$ cat config.mk
export PLATFORM = sky130hd
export DESIGN_NAME = bus_master
export DESIGN_NICKNAME = d
export VERILOG_FILES = /design/src/rtl/bus_master.sv
export SDC_FILE = /design/constraint.sdc
export NUM_CORES = 1
export LEC_CHECK = 0
export BUFFER_PORTS_ARGS = -buffer_cell sky130_fd_sc_hd__buf_2
export CAP_MARGIN = 20
export CORE_MARGIN = 2
export CORE_UTILIZATION = 55
export DETAILED_ROUTE_END_ITERATION = 8
export GPL_TIMING_DRIVEN = 0
export PLACE_DENSITY_LB_ADDON = 0.05
export SLEW_MARGIN = 0
export SYNTH_ARGS = -nofsm -noshare
export SYNTH_HDL_FRONTEND = slang
export SYNTH_SLANG_ARGS = --single-unit
$ cat constraint.sdc
create_clock -name clock -period 3.95 [get_ports clock]
set_clock_uncertainty 0.2 [all_clocks]
set_input_delay 0.395 -clock clock [delete_from_list [all_inputs] [get_ports clock]]
set_output_delay 0.395 -clock clock [all_outputs]
set_load 0.05 [all_outputs]
$ cat src/rtl/bus_master.sv
// bus_master: initiator of the 4-bit multiplexed instruction/IO bus.
// Runs the 8-subcycle frame and sends the 12-bit fetch address as three nibbles.
// It captures the returned opcode and runs the bus side of SRC, WRR and RDR.
module bus_master #(
  parameter logic [3:0] IO_GROUP = 4'hE,
  parameter logic [3:0] OP_WRR   = 4'h2,
  parameter logic [3:0] OP_RDR   = 4'hA
) (
  input  logic        clock,
  input  logic        reset,
  input  logic        halt,
  input  logic [11:0] pc_i,
  input  logic        src_req_i,
  input  logic [3:0]  src_id_i,
  input  logic [3:0]  wr_data_i,
  output logic [7:0]  opcode_o,
  output logic        opcode_vld_o,
  output logic [3:0]  rd_data_o,
  output logic        rd_vld_o,
  output logic [2:0]  cycle_o,
  output logic        sync_o,
  output logic        cmd_o,
  input  logic [3:0]  data_i,
  output logic [3:0]  data_o,
  output logic        data_en
);

  typedef enum logic [2:0] {
    C0 = 3'd0, C1 = 3'd1, C2 = 3'd2, C3 = 3'd3,
    C4 = 3'd4, C5 = 3'd5, C6 = 3'd6, C7 = 3'd7
  } cyc_t;

  // Values latched at the end of subcycle 5 and used in subcycle 6.
  typedef struct packed {
    logic       src;
    logic [3:0] src_id;
    logic [3:0] wr_data;
  } frame_req_t;

  cyc_t       state, state_nx;
  logic [11:0] fetch_addr;
  frame_req_t req;

  logic io_frame, is_wrr, is_rdr;

  // The high opcode nibble is valid from subcycle 4 onward. Before that it
  // belongs to the previous frame, so only later subcycles look at io_frame.
  assign io_frame = (opcode_o[7:4] == IO_GROUP);
  assign is_wrr   = io_frame && (opcode_o[3:0] == OP_WRR);
  assign is_rdr   = io_frame && (opcode_o[3:0] == OP_RDR);

  assign cycle_o      = state;
  assign sync_o       = (state == C7);
  assign opcode_vld_o = (state == C5);

  // Subcycle register. Halt freezes it in place, and reset restarts the frame.
  always_ff @(posedge clock) begin
    if (reset) state <= C0;
    else       state <= state_nx;
  end

  // Next subcycle plus the bus drive schedule decoded from the registers.
  always_comb begin
    state_nx = state;
    data_o   = 4'h0;
    data_en  = 1'b0;
    cmd_o    = 1'b1;
    case (state)
      C0: begin
        state_nx = C1;
        data_o   = fetch_addr[3:0];
        data_en  = 1'b1;
      end
      C1: begin
        state_nx = C2;
        data_o   = fetch_addr[7:4];
        data_en  = 1'b1;
      end
      C2: begin
        state_nx = C3;
        data_o   = fetch_addr[11:8];
        data_en  = 1'b1;
      end
      C3: state_nx = C4;
      C4: begin
        state_nx = C5;
        cmd_o    = !io_frame;
      end
      C5: state_nx = C6;
      C6: begin
        state_nx = C7;
        // SRC can only be pending outside an I/O frame, so the two never overlap.
        if (req.src) begin
          data_o  = req.src_id;
          data_en = 1'b1;
          cmd_o   = 1'b0;
        end else if (is_wrr) begin
          data_o  = req.wr_data;
          data_en = 1'b1;
        end
      end
      C7: state_nx = C0;
      default: state_nx = C0;
    endcase
    if (halt) state_nx = state;
  end

  // Frame data registers: opcode capture, SRC/WRR latch, RDR result, next address.
  always_ff @(posedge clock) begin
    if (reset) begin
      fetch_addr <= 12'h000;
      opcode_o   <= 8'h00;
      rd_data_o  <= 4'h0;
      rd_vld_o   <= 1'b0;
      req        <= '0;
    end else if (!halt) begin
      case (state)
        C3: opcode_o[7:4] <= data_i;
        C4: opcode_o[3:0] <= data_i;
        C5: begin
          req.src     <= src_req_i && !io_frame;
          req.src_id  <= src_id_i;
          req.wr_data <= wr_data_i;
        end
        C6: begin
          if (is_rdr) begin
            rd_data_o <= data_i;
            rd_vld_o  <= 1'b1;
          end
        end
        C7: begin
          fetch_addr <= pc_i;
          rd_vld_o   <= 1'b0;
          req.src    <= 1'b0;
        end
        default: ;
      endcase
    end
  end

endmodule
After elaboration in Yosys (flattened, before gate mapping)
Index checks and enable logic that the tools add are counted.
{"block": "op_classes", "n_bitwise": 1, "eq_ne": 11, "n_mux": 12, "n_reduce_logical": 15}
{"cell": "$pmux 3 s8", "n": 1}
{"cell": "$pmux 4 s4", "n": 1}
{"cell": "$eq 3x3->1 const B", "n": 4}
{"cell": "$reduce_and 2->1", "n": 5}
{"cell": "$eq 4x4->1 const B", "n": 2}
{"cell": "$mux 4", "n": 2}
{"cell": "$pmux 1 s2", "n": 4}
{"cell": "$eq 3x2->1 const B", "n": 2}
{"cell": "$reduce_and 3->1", "n": 2}
{"cell": "$eq 4x2->1 const B", "n": 1}
{"cell": "$mux 1", "n": 4}
{"cell": "$reduce_bool 2->1", "n": 2}
{"cell": "$eq 3x1->1 const B", "n": 1}
{"cell": "$logic_and 1x1->1", "n": 3}
{"cell": "$logic_not 3->1", "n": 1}
{"cell": "$reduce_or 3->1", "n": 1}
{"cell": "$ne 2x2->1 const B", "n": 1}
{"cell": "$logic_not 1->1", "n": 1}
{"cell": "$not 1->1", "n": 1}
{"block": "totals", "regBits": 37, "out_inout_bits": 24}

Depth between registers and ports, before layout
{"block": "depth", "word_depth": 5, "mapped_depth": 7, "depth_no_buf": 5}

Least setup slack after synthesis
Ideal clock, no wire load.
{"block": "synth_timing", "path_kind": "flip-flop to output port", "startpoint": "register state[1], in the netlist cycle_o[1]", "endpoint": "output port data_o[1]", "path_stages_with_launch": 5, "required_time_ns": 3.355, "arrival_time_ns": 2.251, "slack_ns": 1.104, "path_buffers": 1, "cell_sequence": "dfxtp_1 -> ha_1 -> clkbuf_1 -> a222oi_1 -> o22ai_1"}
{"block": "synth_via", "elab_chain_len": 2}
{"element": "start: declaration", "line": "40", "source": "cyc_t state, state_nx;"}
{"element": "start signal: assignment", "line": "59", "source": "else state <= state_nx;"}
{"element": "$eq 3x3->1 (tied with other cells)", "line": "68", "source": "case (state)"}
{"element": "$pmux 4 s4 *", "line": "68"}
{"element": "end: declaration", "line": "24", "source": "output logic [3:0] data_o,"}
Every way passes the cells marked *; elsewhere a longest branch is shown, timed or not.

Final worst setup path
{"block": "layout_timing", "startpoint": "register state[0], in the netlist cycle_o[0]", "endpoint": "output port data_o[3]"}
Same word-level chain as after synthesis.

==> metrics.txt <==
YS warnings 0; routed via count 1543; power per cell area roughly 310 mW/mm2; CTS Sinks 37; cts repair resizes 0; endpoints failing setup 0; leading area contributor after synthesis dfxtp_1; Startpoint Class flip-flop; ys flop type dfxtp_1; core area 0.00305 mm2; period utilization just over 70%; post-CTS setup buffer count 0; Worst Hold Depth 3; maximum VDD drop about 0.23 mV; status completed; Mapped Area 0.00177 mm2; Residual DRC 0; CP arrival 2230 ps; Least-Margin Pin Slew 521 ps; Worst Setup End Kind output pin; number of global-route vias before repair 1407; setup_tns 0 ps; Hold Path End fetch_addr[10]; synthesized flop and latch total 37; clock root buffer clkbuf_4; Crit Reg-Reg Endpoint cycle_o[2]; share of the synthesized area in the top cell type 41.9%; Worst Hold Class in -> reg; Post-synth ARST share 0%; Ports 52; Placed Area 0.00208 mm2; # hold bufs at CTS 0; CTS H-tree lvls 2; Mapped Cells 191; Max clock buf depth 2; Post-Place Worst Slack about 1500 ps; vias per inst approximately 5.3; Antenna Cells 0; final hold vios 0; GRT Overall Usage 23.7%; most area-consuming cells after synthesis dfxtp_1, mux2i_1, nand2_1; count of TritonRoute iterations in the first routing pass 5; EDFF count, synth 0; Unique masters post-synth 38; Syn Nets 223; RR Startpoint cycle_o[1]; largest net degree at the start of global routing 11; initial antenna violation count 0; IO buf count 51; share of cells above drive strength 1 around 30%; antenna viol nets, final 0; Clock transition at path regs 110 ps; maxcap violations 0; cts bufs inserted 5; Synth-to-Final Area Change 20.7%; Reg2Reg Depth 6; die area about 0.0037 mm2; GR Overflow Total 0; Fin Hold WS 76.2 ps; Mean Syn Cell Area 9.26 um2; Final Cell Area 0.00213 mm2; nets@finish about 280; die height around 61 um; PnR Total Power 668 uW; Std-Cell Rows 20; initial core utilization 58.0%; sequential-to-total area share from yosys stat 41.9%; slew margin rel. 65.2%; Leak roughly 0.001 uW; Die W approximately 61 um; per-cell routed wire length between 10 and 15 um; Final Max Slew Viols 0; Crit path required time 3360 ps; max frequency 0.354 GHz; CTS tree yes; final worst slack 1130 ps; gp weighted congestion 0.765; worst setup path class reg -> out; RSZ-0062 raised after global routing no; crit path time final between 2000 and 3000 ps; Hold Startpoint pc_i[10]; drt total wl 4040 um; R2R setup slack 1910 ps; top-count cell post-synth dfxtp_1; Final HPWL DP just over 3000 um; initial DRC count 87; top cells by count, synth dfxtp_1, nand2_1, mux2i_1, nor2_1, a21oi_1; Skew-Pair Late Insertion Delay 340 ps; first-pass GRT wire length about 6400 um; CP max FO 10
how the worst max path moves through the flow:
stage	start	end	slack, ps	depth (start not counted)
floorplan	cycle_o[1]	data_o[1]	1100	4
global placement	cycle_o[0]	data_o[3]	1550	6
detailed placement	cycle_o[0]	data_o[3]	1540	6
CTS	cycle_o[0]	data_o[3]	1150	6
global route	cycle_o[0]	data_o[3]	970	6
finish	cycle_o[0]	data_o[3]	1130	6
sequential cells by signal, summed over array words and instances, names as in the netlist:
| signal | count |
|---|---|
| fetch_addr | 12 |
| req | 9 |
| opcode_o | 8 |
| rd_data_o | 4 |
| cycle_o | 3 |
| rd_vld_o | 1 |
layer usage:
metal  GRT usage (%)  up-vias  wire, um
li1                -      793         -
met1            31.7      705      1960
met2            37.2       40      1840
met3            6.40        5       185
met4            8.39        0        51
met5               0        -         0
through the flow:
| stage | util, % | std cells |
|---|---|---|
| finish | 69.9 | 293 |
| global route | 69.9 | 293 |
| CTS | 69.9 | 293 |
| detailed placement | 68.1 | 286 |
| global placement | 68.1 | 286 |
| floorplan | - | 191 |
cell families (layout without fill, tap and decap cells):
| family | count (synthesis) | after routing | share of synthesized area [%] |
|---|---|---|---|
| AND/OR/NAND/NOR | 77 | 77 | 24.2 |
| flip-flops | 37 | 37 | 41.9 |
| AO/OA/AOI/OAI | 31 | 31 | 11.2 |
| multiplexers | 26 | 26 | 15.0 |
| buffers and inverters | 16 | 74 | 4.95 |
| adder cells (fa/ha/maj) | 4 | 4 | 2.83 |
placed cells by master, fill, tap and decap left out, types with 5 or more instances in the layout:
master / count
mux2i_1: 22
clkbuf_1: 7
o22ai_1: 5
nand2b_1: 9
nor2_1: 20
nand2_1: 26
buf_2: 55
dfxtp_1: 37
a21oi_1: 16
clkbuf_4: 5
report_power, final:
part / switching [uW] / leakage [uW] / internal, uW
clock network: 120 / 0.0000314 / 84.0
registers: 4.01 / 0.000298 / 376
logic: 54.4 / 0.000655 / 29.8
critical path, cell delays in order (launching register included):
cell and delay, ps:
dfxtp_1 430, inv_1 100, ha_1 280, clkbuf_1 260, a222oi_1 400, o22ai_1 170
buf_2 240
area by class of cell:
class	count	area [um2]
clock buffer	7	55.1
tap	44	55.1
multi-input combinational	138	941
sequential	37	741
timing repair buffer	51	255
inverter	2	7.51
buffer	14	80.1
fill	274	918
Power figures use the tool's default switching activity.
